===== config.mk =====
export PLATFORM = sky130hd
export DESIGN_NAME = dmem_port_ctrl
export DESIGN_NICKNAME = d
export VERILOG_FILES = /design/src/rtl/dmem_port_ctrl.sv
export SDC_FILE = /design/constraint.sdc
export NUM_CORES = 1
export LEC_CHECK = 0
export CORE_ASPECT_RATIO = 1.25
export CORE_UTILIZATION = 46
export CTS_CLUSTER_SIZE = 28
export DETAILED_ROUTE_END_ITERATION = 12
export PLACE_DENSITY_LB_ADDON = 0.1
export SLEW_MARGIN = 10
export SYNTH_ARGS = -nofsm -noshare
export SYNTH_HDL_FRONTEND = slang
export SYNTH_SLANG_ARGS = --single-unit

===== constraint.sdc =====
create_clock -name clk -period 5.4 [get_ports clk]
set_clock_uncertainty 0.1 [all_clocks]
set_input_delay 0.81 -clock clk [delete_from_list [all_inputs] [get_ports clk]]
set_output_delay 0.81 -clock clk [all_outputs]
set_load 0.01 [all_outputs]

===== src/rtl/dmem_port_ctrl.sv =====
// Two-port access controller for the byte-lane data memory: round-robin arbitration,
// one-cycle access sequencing, store lane steering and load alignment/extension.
module dmem_port_ctrl #(
    parameter int unsigned DMEM_BYTES = 16384
) (
    input  logic        clk,
    input  logic        rst_n,
    input  logic        rq0_valid,
    output logic        rq0_ready,
    input  logic        rq0_we,
    input  logic [31:0] rq0_addr,
    input  logic [1:0]  rq0_size,
    input  logic        rq0_unsigned,
    input  logic [31:0] rq0_wdata,
    input  logic        rq1_valid,
    output logic        rq1_ready,
    input  logic        rq1_we,
    input  logic [31:0] rq1_addr,
    input  logic [1:0]  rq1_size,
    input  logic        rq1_unsigned,
    input  logic [31:0] rq1_wdata,
    output logic        rs0_valid,
    output logic [31:0] rs0_rdata,
    output logic        rs0_err,
    output logic        rs1_valid,
    output logic [31:0] rs1_rdata,
    output logic        rs1_err,
    output logic [31:0] daddr,
    output logic [31:0] dwdata,
    output logic [3:0]  dwe,
    input  logic [31:0] drdata,
    output logic        fsm_state
);

    // Handshake: a request transfers on the cycle where rqN_valid & rqN_ready are both
    // high; the requester holds its fields stable until then, and they are latched only then.
    typedef enum logic {IDLE = 1'b0, ACCESS = 1'b1} state_t;

    localparam logic [31:0] ADDR_LIMIT = 32'(DMEM_BYTES);

    state_t      state, state_nxt;
    logic        last_grant;
    logic        grant;
    logic        accept;
    logic        in_access;
    logic        illegal;
    logic        l_port;
    logic        l_we;
    logic        l_uns;
    logic [31:0] l_addr;
    logic [1:0]  l_size;
    logic [31:0] l_wdata;
    logic [3:0]  lane_we;
    logic [31:0] lane_data;
    logic [31:0] shifted;
    logic [31:0] load_data;
    logic [31:0] rsp_data;

    // Round-robin only matters on a tie; a lone requester always wins.
    always_comb begin
        grant = 1'b0;
        if (rq0_valid && rq1_valid) begin
            grant = ~last_grant;
        end else if (rq1_valid) begin
            grant = 1'b1;
        end
    end

    assign rq0_ready = (state == IDLE) && rq0_valid && !grant;
    assign rq1_ready = (state == IDLE) && rq1_valid && grant;
    assign accept    = rq0_ready || rq1_ready;
    assign in_access = (state == ACCESS);
    assign fsm_state = in_access;

    always_comb begin
        state_nxt = state;
        case (state)
            IDLE:    if (accept) state_nxt = ACCESS;
            ACCESS:  state_nxt = IDLE;
            default: state_nxt = IDLE;
        endcase
    end

    always_ff @(posedge clk or negedge rst_n) begin
        if (!rst_n) begin
            state      <= IDLE;
            last_grant <= 1'b1;
            l_port     <= 1'b0;
            l_we       <= 1'b0;
            l_uns      <= 1'b0;
            l_addr     <= '0;
            l_size     <= '0;
            l_wdata    <= '0;
        end else begin
            state <= state_nxt;
            if (accept) begin
                last_grant <= grant;
                l_port     <= grant;
                l_we       <= grant ? rq1_we       : rq0_we;
                l_uns      <= grant ? rq1_unsigned : rq0_unsigned;
                l_addr     <= grant ? rq1_addr     : rq0_addr;
                l_size     <= grant ? rq1_size     : rq0_size;
                l_wdata    <= grant ? rq1_wdata    : rq0_wdata;
            end
        end
    end

    always_comb begin
        illegal = 1'b0;
        case (l_size)
            2'b01:   illegal = l_addr[0];
            2'b10:   illegal = |l_addr[1:0];
            2'b11:   illegal = 1'b1;
            default: illegal = 1'b0;
        endcase
        if (l_addr >= ADDR_LIMIT) illegal = 1'b1;
    end

    // Store data is replicated across lanes so the enable alone picks the target bytes.
    always_comb begin
        lane_we   = 4'b0000;
        lane_data = l_wdata;
        case (l_size)
            2'b00: begin
                lane_we   = 4'b0001 << l_addr[1:0];
                lane_data = {4{l_wdata[7:0]}};
            end
            2'b01: begin
                lane_we   = l_addr[1] ? 4'b1100 : 4'b0011;
                lane_data = {2{l_wdata[15:0]}};
            end
            2'b10:   lane_we = 4'b1111;
            default: lane_we = 4'b0000;
        endcase
    end

    assign daddr  = in_access ? {l_addr[31:2], 2'b00} : 32'h0;
    assign dwdata = in_access ? lane_data : 32'h0;
    assign dwe    = (in_access && l_we && !illegal) ? lane_we : 4'b0000;

    always_comb begin
        shifted   = drdata >> {l_addr[1:0], 3'b000};
        load_data = shifted;
        case (l_size)
            2'b00:   load_data = l_uns ? {24'h0, shifted[7:0]}
                                       : {{24{shifted[7]}}, shifted[7:0]};
            2'b01:   load_data = l_uns ? {16'h0, shifted[15:0]}
                                       : {{16{shifted[15]}}, shifted[15:0]};
            default: load_data = shifted;
        endcase
        rsp_data = (illegal || l_we) ? 32'h0 : load_data;
    end

    // Responses go only to the port whose request is in flight; the other stays quiet.
    always_ff @(posedge clk or negedge rst_n) begin
        if (!rst_n) begin
            rs0_valid <= 1'b0;
            rs0_rdata <= '0;
            rs0_err   <= 1'b0;
            rs1_valid <= 1'b0;
            rs1_rdata <= '0;
            rs1_err   <= 1'b0;
        end else begin
            rs0_valid <= in_access && !l_port;
            rs0_rdata <= (in_access && !l_port) ? rsp_data : 32'h0;
            rs0_err   <= in_access && !l_port && illegal;
            rs1_valid <= in_access && l_port;
            rs1_rdata <= (in_access && l_port) ? rsp_data : 32'h0;
            rs1_err   <= in_access && l_port && illegal;
        end
    end

endmodule


==> flow_metrics.env <==
export IMPL_outcome="completed"
export IMPL_max_cap_violations=0
export IMPL_antenna_found_initial=0
export IMPL_cp_required_ns=4.49
export IMPL_routed_wl_um=22600
export IMPL_slowest_delay_ns=0.76
export IMPL_clockBufferDepth=2
export IMPL_syn_avg_cell_area_um2=10.1
export IMPL_cts_root_buf="clkbuf_16"
export IMPL_max_freq_ghz=0.255
export IMPL_grt_max_degree=101
export IMPL_antenna_cells=0
export IMPL_io_pins=311
export IMPL_place_area_um2=10300
export IMPL_die_y_um=142
export IMPL_slew_headroom=0.323
export IMPL_stdcell_area_um2=10900
export IMPL_clk_latency_ns=0.42
export IMPL_finalSetupViolCount=0
export IMPL_cpMaxStageDelayCell="a21boi_4"
export IMPL_vdd_drop_max_mv=0.178
export IMPL_crit_type="input pin to primary output"
export IMPL_syn_inst=711
export IMPL_syn_area_um2=7210
export IMPL_clock_sinks=139
export IMPL_crit_top_cell="clkdlybuf4s50_1"
export IMPL_routed_via_count=6432
export IMPL_dp_cells=1170
export IMPL_power_leakage_uw=0.00456
export IMPL_drc=0
export IMPL_clk_pin_slew_ns=0.06
export IMPL_cts_made_buffers=17
export IMPL_vias_per_cell=5.35
export IMPL_yosys_warnings=0
export IMPL_syn_to_final_growth_pct=51.1
export IMPL_drt_iter0_markers=499
export IMPL_drive_gt1_frac=0.0825
export IMPL_dpl_hpwl_um=16200
export IMPL_dr_pass1_iters=5
export IMPL_cts_setup_buffers=0
export IMPL_port_buffers=308
export IMPL_crit_path_cell_trace="clkdlybuf4s50_1, a21boi_4, nor2b_1, clkdlybuf4s50_1"
export IMPL_core_region_area_um2=15100
export IMPL_start_kind="input pin"
export IMPL_initial_core_util=0.476
export IMPL_grt_first_pass_wirelength_um=35000
export IMPL_ys_types=39
export IMPL_end_kind="primary output"
export IMPL_grt_pass1_vias=6699
export IMPL_ys_seq_area_frac=0.483
export IMPL_cts_tree="done"
export IMPL_setup_tns_ns=0
export IMPL_grt_usage=0.283
export IMPL_power_uw=3450
export IMPL_fin_crit_ns=3.92
export IMPL_post_cts_resized=0
export IMPL_fillerInstances=1160
export IMPL_p_per_area_nw_per_um2=317
export IMPL_final_max_slew_viol_count=0
export IMPL_routedWlPerCell_um=18.8
export IMPL_cp_max_fo=21
export IMPL_drtAntennaViolNets=0
export IMPL_ys_ff_latch=139
export IMPL_die_area_um2=16200
export IMPL_final_hold_violation_count=0
export IMPL_ctsHoldBuffers=0
export IMPL_rsz0062_at_grt="no"
export IMPL_worst_slew_pin_slew_ns=1.01
export IMPL_timing_hold_ws_ns=0.379
export IMPL_gp_congestion=0.908
export IMPL_htree_num_levels=4
export IMPL_overflow=0
export IMPL_layoutNonFillerInstCount=1202
export IMPL_layout_nets=1153
export IMPL_die_w_um=114
export IMPL_hold_class="input pin to async pin"
export IMPL_std_cell_rows=50
export IMPL_min_period_over_period=0.726
export IMPL_crit_arrival_ns=3.01
[sequential cells by signal, summed over array words and instances (netlist names), 2 cells and up]
register   cells
l_addr        32
l_size         2
l_wdata       32
rs0_rdata     32
rs1_rdata     32
[cells in the mapped netlist, drive strengths merged]
cell type	count	area share
a2111oi	4	0.0083
dfstp	1	0.0036
nor2	14	0.0076
nand2b	3	0.0026
inv	3	0.0016
nor4	22	0.022
xnor2	1	0.0012
buf	30	0.027
dfrtp	138	0.48
or2	2	0.0017
and2	49	0.043
nand2	100	0.052
and4	2	0.0028
mux2i	101	0.14
nor3b	1	0.0010
nor3	33	0.023
a21o	10	0.010
mux2	8	0.013
o21ai	101	0.070
mux4	1	0.0031
clkbuf	37	0.019
a21boi	17	0.018
o2bb2ai	1	0.0012
nand4	1	0.0017
conb	1	0.00052
nor4b	16	0.033
o21ba	1	0.0014
nor2b	11	0.011
a21oi	2	0.0014
[critical path, delay by kind of cell]
family                 cells  cell delay [ns]
buffers and inverters      2             1.13
AND/OR/NAND/NOR            1             0.31
AO/OA/AOI/OAI              1             0.76
[layout make-up]
class                      count  area (um^2)  share of cell area
multi-input combinational    503         3410               0.313
timing repair buffer         317         3150               0.289
sequential                   139         3480               0.320
clock buffer                  19          443              0.0407
clock inverter                13          133              0.0122
tap                          208          260              0.0239
inverter                       3         11.3             0.00103
[final timing paths]
path / cells after the start / from / to / slack, ns
max: 4 / rq0_valid / rq1_ready / 1.48
min: 1 / rst_n / rs1_rdata[20]$_DFF_PN0_ / 0.38
max reg2reg: 4 / fsm_state$_DFF_PN0_ / l_wdata[0]$_DFFE_PN0N_ / 2.55
min reg2reg: 2 / l_wdata[30]$_DFFE_PN0N_ / l_wdata[30]$_DFFE_PN0N_ / 0.38
max in group asynchronous: 2 / rst_n / fsm_state$_DFF_PN0_ / 3.62
min in group clk: 2 / l_wdata[30]$_DFFE_PN0N_ / l_wdata[30]$_DFFE_PN0N_ / 0.38
[power by group]
part	internal [uW]	leakage [uW]	switching, uW
Combinational	503	0.00248	518
Sequential	1160	0.00181	146
Clock	656	0.000276	468
[cell families after synthesis]
| kind of cell | after synthesis | synth area share |
|---|---|---|
| compound gates | 136 | 0.111 |
| xor+xnor | 1 | 0.00122 |
| buf+inv | 70 | 0.0479 |
| flops | 139 | 0.483 |
| mux | 110 | 0.156 |
| other cells | 1 | 0.000520 |
| simple gates | 254 | 0.201 |
[cells in the final DEF, fill, tap and decap left out, types with 13 or more instances in the layout]
master,synthesis,routed
clkbuf_16,0,17
o21ai_1,66,66
nor4_1,20,20
nor4b_2,16,16
nor3_1,33,33
and2_1,49,49
nor2_1,13,13
nand2_1,100,100
o21ai_0,35,35
mux2i_1,101,101
clkdlybuf4s50_1,0,307
dfrtp_1,138,136
[through the flow]
step                setup slack, ns   util
floorplan                      2.79      -
global placement               1.58  0.681
detailed placement             1.49  0.681
CTS                            1.49  0.719
global route                   1.41  0.719
finish                         1.48  0.719
[routing by layer]
layer	up-vias	track usage	share of wire
met4	0	0.117	0.032
li1	3016	-	-
met5	-	0	0
met2	315	0.512	0.52
met3	45	0.0758	0.079
met1	3056	0.310	0.36
Note: power is estimated with default switching activity, not from simulation.
